`config.mk`:
```
export PLATFORM = sky130hd
export DESIGN_NAME = operand_fetch_unit
export DESIGN_NICKNAME = d
export VERILOG_FILES = /design/src/rtl/operand_fetch_unit.sv
export SDC_FILE = /design/constraint.sdc
export NUM_CORES = 1
export LEC_CHECK = 0
export BUFFER_PORTS_ARGS = -buffer_cell sky130_fd_sc_hd__buf_4
export CORE_MARGIN = 2
export CORE_UTILIZATION = 55
export CTS_CLUSTER_DIAMETER = 150
export DETAILED_ROUTE_END_ITERATION = 10
export HOLD_SLACK_MARGIN = 0.15
export PLACE_DENSITY = 0.9
export SETUP_SLACK_MARGIN = 0.15
export SYNTH_ARGS = -nofsm -noshare
export SYNTH_HDL_FRONTEND = slang
export SYNTH_SLANG_ARGS = --single-unit
```
`constraint.sdc`:
```
create_clock -name clk -period 7.3 [get_ports clk]
set_input_delay 0.73 -clock clk [delete_from_list [all_inputs] [get_ports clk]]
set_output_delay 0.73 -clock clk [all_outputs]
set_load 0.05 [all_outputs]
```
`src/rtl/operand_fetch_unit.sv`:
```
// Operand fetch sequencer: reads the W matrix and then the X matrix row by row through a
// single-outstanding, fixed-latency memory port, and presents each assembled row downstream.
module operand_fetch_unit #(
  parameter int unsigned N              = 4,
  parameter int unsigned DATA_WIDTH     = 16,
  parameter int unsigned BANKING_FACTOR = 1,
  parameter int unsigned ADDRESS_WIDTH  = 13,
  parameter logic [ADDRESS_WIDTH-1:0] BASE_ADDR_W = 13'h0000,
  parameter logic [ADDRESS_WIDTH-1:0] BASE_ADDR_X = 13'h1000,
  parameter int unsigned MEM_LATENCY    = 2
) (
  input  logic                                 clk,
  input  logic                                 rst,
  input  logic                                 start,
  output logic                                 busy,
  output logic                                 done,
  output logic                                 mem_read_en,
  output logic [ADDRESS_WIDTH-1:0]             mem_req_addr,
  input  logic [BANKING_FACTOR*DATA_WIDTH-1:0] mem_resp_data,
  output logic [N*DATA_WIDTH-1:0]              out_row,
  output logic                                 out_valid,
  input  logic                                 out_ready,
  output logic                                 out_is_x,
  output logic [$clog2(N)-1:0]                 out_row_idx,
  output logic                                 out_last
);

  localparam int unsigned REQS  = N / BANKING_FACTOR;
  localparam int unsigned KW    = (REQS > 1) ? $clog2(REQS) : 1;
  localparam int unsigned RW    = $clog2(N);
  localparam int unsigned WCW   = (MEM_LATENCY > 0) ? $clog2(MEM_LATENCY + 1) : 1;
  localparam int unsigned BYTES = DATA_WIDTH / 8;

  typedef enum logic [2:0] {
    S_IDLE,
    S_ISSUE,
    S_WAIT,
    S_PRESENT,
    S_DONE
  } state_t;

  state_t                     state_q, state_d;
  logic [WCW-1:0]             wait_q, wait_d;
  logic [KW-1:0]              req_q, req_d;

  logic                       busy_d, done_d, read_en_d, valid_d, is_x_d, last_d;
  logic [ADDRESS_WIDTH-1:0]   addr_d;
  logic [N*DATA_WIDTH-1:0]    row_d;
  logic [RW-1:0]              idx_d;
  logic                       last_row;

  // Byte address of request k of row r in the selected matrix, wrapping at the address width.
  function automatic logic [ADDRESS_WIDTH-1:0] req_addr(input logic          is_x,
                                                        input logic [RW-1:0] row,
                                                        input logic [KW-1:0] k);
    logic [31:0] off;
    off = (32'(row) * N + 32'(k) * BANKING_FACTOR) * BYTES;
    return (is_x ? BASE_ADDR_X : BASE_ADDR_W) + ADDRESS_WIDTH'(off);
  endfunction

  assign last_row = out_is_x && (out_row_idx == RW'(N - 1));

  // State and output registers; out_is_x / out_row_idx double as the matrix and row counters.
  always_ff @(posedge clk or posedge rst) begin
    if (rst) begin
      state_q      <= S_IDLE;
      wait_q       <= '0;
      req_q        <= '0;
      busy         <= 1'b0;
      done         <= 1'b0;
      mem_read_en  <= 1'b0;
      mem_req_addr <= '0;
      out_row      <= '0;
      out_valid    <= 1'b0;
      out_is_x     <= 1'b0;
      out_row_idx  <= '0;
      out_last     <= 1'b0;
    end else begin
      state_q      <= state_d;
      wait_q       <= wait_d;
      req_q        <= req_d;
      busy         <= busy_d;
      done         <= done_d;
      mem_read_en  <= read_en_d;
      mem_req_addr <= addr_d;
      out_row      <= row_d;
      out_valid    <= valid_d;
      out_is_x     <= is_x_d;
      out_row_idx  <= idx_d;
      out_last     <= last_d;
    end
  end

  // Next-state and next-output decode; registered outputs reflect the state being entered.
  always_comb begin
    state_d   = state_q;
    wait_d    = wait_q;
    req_d     = req_q;
    read_en_d = 1'b0;
    done_d    = 1'b0;
    addr_d    = mem_req_addr;
    row_d     = out_row;
    valid_d   = out_valid;
    is_x_d    = out_is_x;
    idx_d     = out_row_idx;
    last_d    = out_last;

    case (state_q)
      S_IDLE: begin
        if (start) begin
          state_d   = S_ISSUE;
          wait_d    = '0;
          req_d     = '0;
          is_x_d    = 1'b0;
          idx_d     = '0;
          read_en_d = 1'b1;
          addr_d    = req_addr(1'b0, '0, '0);
        end
      end

      S_ISSUE: begin
        state_d = S_WAIT;
        wait_d  = '0;
      end

      S_WAIT: begin
        if (wait_q == WCW'(MEM_LATENCY)) begin
          // Response banks land in consecutive row elements; the rest of the row is kept.
          for (int unsigned b = 0; b < BANKING_FACTOR; b++) begin
            row_d[(32'(req_q) * BANKING_FACTOR + b) * DATA_WIDTH +: DATA_WIDTH] =
              mem_resp_data[b * DATA_WIDTH +: DATA_WIDTH];
          end
          wait_d = '0;
          if (req_q == KW'(REQS - 1)) begin
            req_d   = '0;
            state_d = S_PRESENT;
            valid_d = 1'b1;
            last_d  = last_row;
          end else begin
            req_d     = req_q + KW'(1);
            state_d   = S_ISSUE;
            read_en_d = 1'b1;
            addr_d    = req_addr(out_is_x, out_row_idx, req_q + KW'(1));
          end
        end else begin
          wait_d = wait_q + WCW'(1);
        end
      end

      S_PRESENT: begin
        if (out_ready) begin
          valid_d = 1'b0;
          last_d  = 1'b0;
          if (last_row) begin
            state_d = S_DONE;
            done_d  = 1'b1;
            is_x_d  = 1'b0;
            idx_d   = '0;
          end else begin
            if (out_row_idx == RW'(N - 1)) begin
              is_x_d = 1'b1;
              idx_d  = '0;
            end else begin
              idx_d = out_row_idx + RW'(1);
            end
            state_d   = S_ISSUE;
            read_en_d = 1'b1;
            addr_d    = req_addr(is_x_d, idx_d, '0);
          end
        end
      end

      S_DONE: state_d = S_IDLE;

      default: state_d = S_IDLE;
    endcase

    busy_d = (state_d != S_IDLE);
  end

endmodule

```
After elaboration in Yosys (flattened, before gate mapping)
Index checks and enable logic that the tools add are counted.
- flip-flop bits (word level): 92
- bits in latches: 0
- RAM bits: 0
- ROM bits: 0
- output and inout port bits: 85
- memories: 0
- add/subtract/negate cells: 7
- $mul: 0
- divide/modulo/power cells: 0
- magnitude comparators: 0
- equal/unequal tests: 12
- shifts and indexed selects: 2
- mux-type cells: 52
- bitwise gates (word level): 0
- reduce and logical (&&, ||, !) cells: 14
- operator list (kind ; number):
    $mux 13 ; 7
    $bwmux 64 ; 1
    $shift 16x34->64 const A ; 1
    $shiftx 16x34->64 ; 1
    $pmux 13 s3 ; 1
    $neg 6->34 ; 1
    $mux 2 ; 11
    $mux 1 ; 20
    $add 13x5->13 ; 1
    $add 13x6->13 ; 1
    $mux 3 ; 4
    $ne 2x2->1 const B ; 6
    $pmux 3 s4 ; 1
    $reduce_bool 3->1 ; 3
    $pmux 2 s2 ; 2
    $add 2x1->2 const B ; 3
    $eq 2x2->1 const B ; 3
    $eq 3x2->1 const B ; 2
    $pmux 1 s2 ; 3
    $pmux 2 s3 ; 1
    $reduce_and 3->1 ; 2
    $reduce_and 6->1 ; 1
    $reduce_bool 2->1 ; 3
    $add 4x2->5 ; 1
    6 further kinds ; 7

Logic depth before layout (Yosys ltp)
- depth after elaboration: 10
- gate-level depth with buffers: 7

Least setup slack after synthesis
Ideal clock, no wire load.
- kind: reg-to-reg
- start point: reg req_q[0]
- end point: reg out_row[32]
- arrival: 1.848 ns
- data required time: 7.217 ns
- path slack: 5.369 ns
- stages on the path, launching flop included: 7
- buffers on the path: 1
- period minus slack after synthesis: 1.931 ns
- path through: dfrtp_1 -> inv_1 -> ha_1 -> nor3b_2 -> clkbuf_1 -> nand2_1 -> o21ai_0
- longest elaborated chain between the ends: 3
- elaborated cells between the ends (all ways): 4
- those cells by class: add/sub: 1; shift: 2; mux: 1
- ends and longest elaborated chain (item ; line ; text):
    from (decl) ; 44 ; logic [KW-1:0] req_q, req_d;
    from (signal assigned) ; 81 ; req_q <= req_d;
    $neg 6->34 * ; 131 ; mem_resp_data[b * DATA_WIDTH +: DATA_WIDTH];
    $shiftx 16x34->64 / $shift 16x34->64 (equally long branches) ; 130 ; row_d[(32'(req_q) * BANKING_FACTOR + b) * DATA_WIDTH +: DATA_WIDTH] =
    $bwmux 64 * ; 130 ;
    to (signal assigned) ; 86 ; out_row <= row_d;
    to (decl) ; 20 ; output logic [N*DATA_WIDTH-1:0] out_row,
Mark *: on every way between the ends. The rest lies on a longest branch, timed or not.
A chain may end at the register's enable or synchronous reset.

Final worst setup path
Same ends and word-level chain as after synthesis.

==> impl_metrics.py <==
metrics = {
    "clock_network": {
        "ctsResizeCount": 0,
        "hold_buffers": 0,
        "clockBufferDepth": 2,
        "path_clk_slew_ps": 90,
        "cts_tree": "built",
        "clock_sinks": 84,
        "cts_made_buffers": 9,
        "root_buffer": "clkbuf_8",
        "clk_latency_ps": 360,
        "htreeDepth": 3,
        "cts_setup_buffers": 0,
    },
    "global_routing": {
        "grt_pass1_vias": 2852,
        "grt_overflow": 0,
        "grt_usage": 0.251,
        "grt_pass1_wl_um": 14300,
        "grt_antenna_before_repair": 0,
        "grt_max_degree": 85,
    },
    "sta": {
        "maxSlewViolCount": 0,
        "finalCritPeriodShare": 0.340,
        "setup-violations-final": 0,
        "slew_headroom": 0.325,
        "hold_viol_final": 0,
        "fmax_mhz": 403,
        "whs_ps": 491,
        "tightest_slew_ps": 1010,
        "fin_crit_ps": 2480,
        "fin_worst_skew_ps": 7.30,
        "tns_ps": 0,
        "rsz0062_at_grt": "no",
    },
    "layout": {
        "area_growth_pct": 25.1,
        "fin_area_mm2": 0.00471,
        "fill_cells": 503,
        "antenna_cells": 0,
        "post-route-util": 0.701,
        "layout.nets": 511,
        "drive_gt1_frac": 0.280,
        "seqCellArea_mm2": 0.00210,
        "stdcell_count": 566,
        "multi_input_area_mm2": 0.00147,
    },
    "power_and_ir_drop": {
        "peakVddDrop_mv": 0.260,
        "powerDensity_mw_per_mm2": 444,
        "p_comb_frac": 0.482,
        "swShare": 0.478,
        "leakage_uw": 0.00227,
        "p_seq_frac": 0.340,
        "p_int_uw": 1090,
        "clockPowerShare": 0.177,
        "switching_power_uw": 1000,
    },
    "placement": {
        "globalplace.congestion": 0.823,
        "post_dp_cell_area_mm2": 0.00449,
        "port_buffers": 96,
        "hpwl_um": 6510,
        "dp.cells": 550,
    },
    "synthesis": {
        "synthTopCellsByArea": "dfrtp_1 56%, nand2_1 10%, o21ai_0 8.6%",
        "synth_cells": 392,
        "synth_top_area_cell": "dfrtp_1",
        "ys_ff_latch": 84,
        "synth_warnings": 0,
        "synth_top_area_frac": 0.558,
        "synth_edf_count": 0,
        "netlist_area_mm2": 0.00376,
        "avgSynthCellArea_um2": 9.60,
        "synthFlopType": "dfrtp_1",
        "async_flop_share": 1.00,
        "yosysUniqueCellTypes": 42,
        "synth-seq-area-share": 0.558,
    },
    "worst_setup_path": {
        "critical_path.cell_chain": "inv_1 > ha_1 > nor3b_2 > nand2_1 > o21ai_0",
        "critPathBufInv": 1,
        "crit_fanout": 16,
        "critical_path_class": "reg2reg",
        "critPathSlowestCell": "nor3b_2",
        "crit_path_end_kind": "flip-flop",
        "cp_data_required_time_ps": 7550,
        "cpPeakStageDelay_ps": 780,
        "critical_path_arrival_ps": 2730,
        "cp-start-kind": "flip-flop",
        "critPathTopFamily": "simple AND/OR/NAND/NOR gates",
    },
    "floorplan": {
        "die_y_um": 86.7,
        "start_util": 0.560,
        "rows": 30,
        "core_mm2": 0.00672,
        "die-area_mm2": 0.00752,
        "io_pins": 105,
        "chipWidth_um": 86.7,
    },
    "drt": {
        "drt-total-wl_um": 9150,
        "routed-via-count": 3100,
        "first_iter_violations": 229,
        "ant_nets": 0,
        "avgViaCountPerCell": 5.48,
        "dr.pass1.iters": 4,
        "wl_per_cell_um": 16.2,
        "route.detailed.drc": 0,
    },
    "run_status": {
        "status": "finished, final reports clean",
    },
    "job": {
        "cap_violations": 0,
    },
    "worst_hold_path": {
        "hp-class": "reg2reg",
    },
}
cell families (layout without fill, tap and decap cells):
kind of cell / Yosys count / count (layout) / synth area share
other cells: 1 / 8 / 0.000996
mux: 10 / 10 / 0.0292
fa+ha+maj: 10 / 10 / 0.0332
flops: 84 / 84 / 0.558
simple gates: 155 / 155 / 0.196
compound gates: 84 / 84 / 0.124
buf+inv: 48 / 135 / 0.0585
cells in the final DEF (no fill, tap or decap), types with 9 or more instances in the layout:
master and count:
clkbuf_8 9, ha_1 10, dfrtp_1 84, nand3_1 19, nand2_1 103, o21ai_0 65, inv_1 20, buf_4 98
synthesized netlist by cell type, types with 2 or more instances:
cell type and number:
nand2_1 103, nor3_1 2, o21ai_0 65, a21o_1 3
dfrtp_1 84, nor2b_1 2, ha_1 10, nor3b_2 3
clkbuf_1 11, o22ai_1 2, nand3b_1 2, inv_1 21
o21ai_1 4, buf_2 8, nand3_1 19, or2_2 2
nor2_1 8, buf_4 8, mux2i_1 2, nor3b_1 2
mux2_2 8, and2_1 3
worst paths after layout:
kind	start	endpoint	slack (ps)	cells after the start
max	req_q[0]	out_row[32]	4820	5
min	out_row[36]	out_row[36]	490	2
max reg2reg	req_q[0]	out_row[32]	4820	5
min reg2reg	out_row[36]	out_row[36]	490	2
max in group asynchronous	rst	out_row[10]	5970	3
min in group asynchronous	rst	out_row[48]	670	3
metrics by stage:
stage | worst slack (ps) | power (uW)
2_1_floorplan | 4400 | 1430
3_3_place_gp | 5080 | 1690
3_5_place_dp | 4940 | 1720
4_1_cts | 4820 | 2090
5_1_grt | 4620 | 2190
6_report | 4820 | 2090
layout make-up:
cell class	instances	area share
Sequential cell	84	0.446
Multi-Input combinational cell	267	0.312
Timing Repair Buffer	98	0.156
Clock buffer	9	0.0263
Clock inverter	7	0.0212
Tap cell	80	0.0212
Inverter	21	0.0170
worst min-delay path, stage by stage, from the launching register on:
cell and delay (ps):
dfrtp_1 350, nand2_1 50, o21ai_0 60
power by group through the flow:
stage          combinational, uW  clock, uW  sequential [uW]
2_1_floorplan                325          0             1100
3_3_place_gp                 981          0              711
3_5_place_dp                1000          0              720
4_1_cts                     1010        371              710
5_1_grt                     1070        391              728
6_report                    1010        371              712
state kept, by name, summed over array words and instances (netlist names):
| signal | cells |
|---|---|
| busy | 1 |
| out_valid | 1 |
| done | 1 |
| wait_q | 2 |
| out_row_idx | 2 |
| out_is_x | 1 |
| state_q | 3 |
| mem_req_addr | 5 |
| out_last | 1 |
| mem_read_en | 1 |
| req_q | 2 |
| out_row | 64 |
per-layer routing:
| metal | GRT usage | part of all wire | routed length [um] |
|---|---|---|---|
| met3 | 0.0419 | 0.080 | 735 |
| met1 | 0.335 | 0.41 | 3760 |
| met5 | 0 | 0 | 0 |
| met2 | 0.408 | 0.49 | 4440 |
| met4 | 0.109 | 0.024 | 217 |
Power figures use the tool's default switching activity.
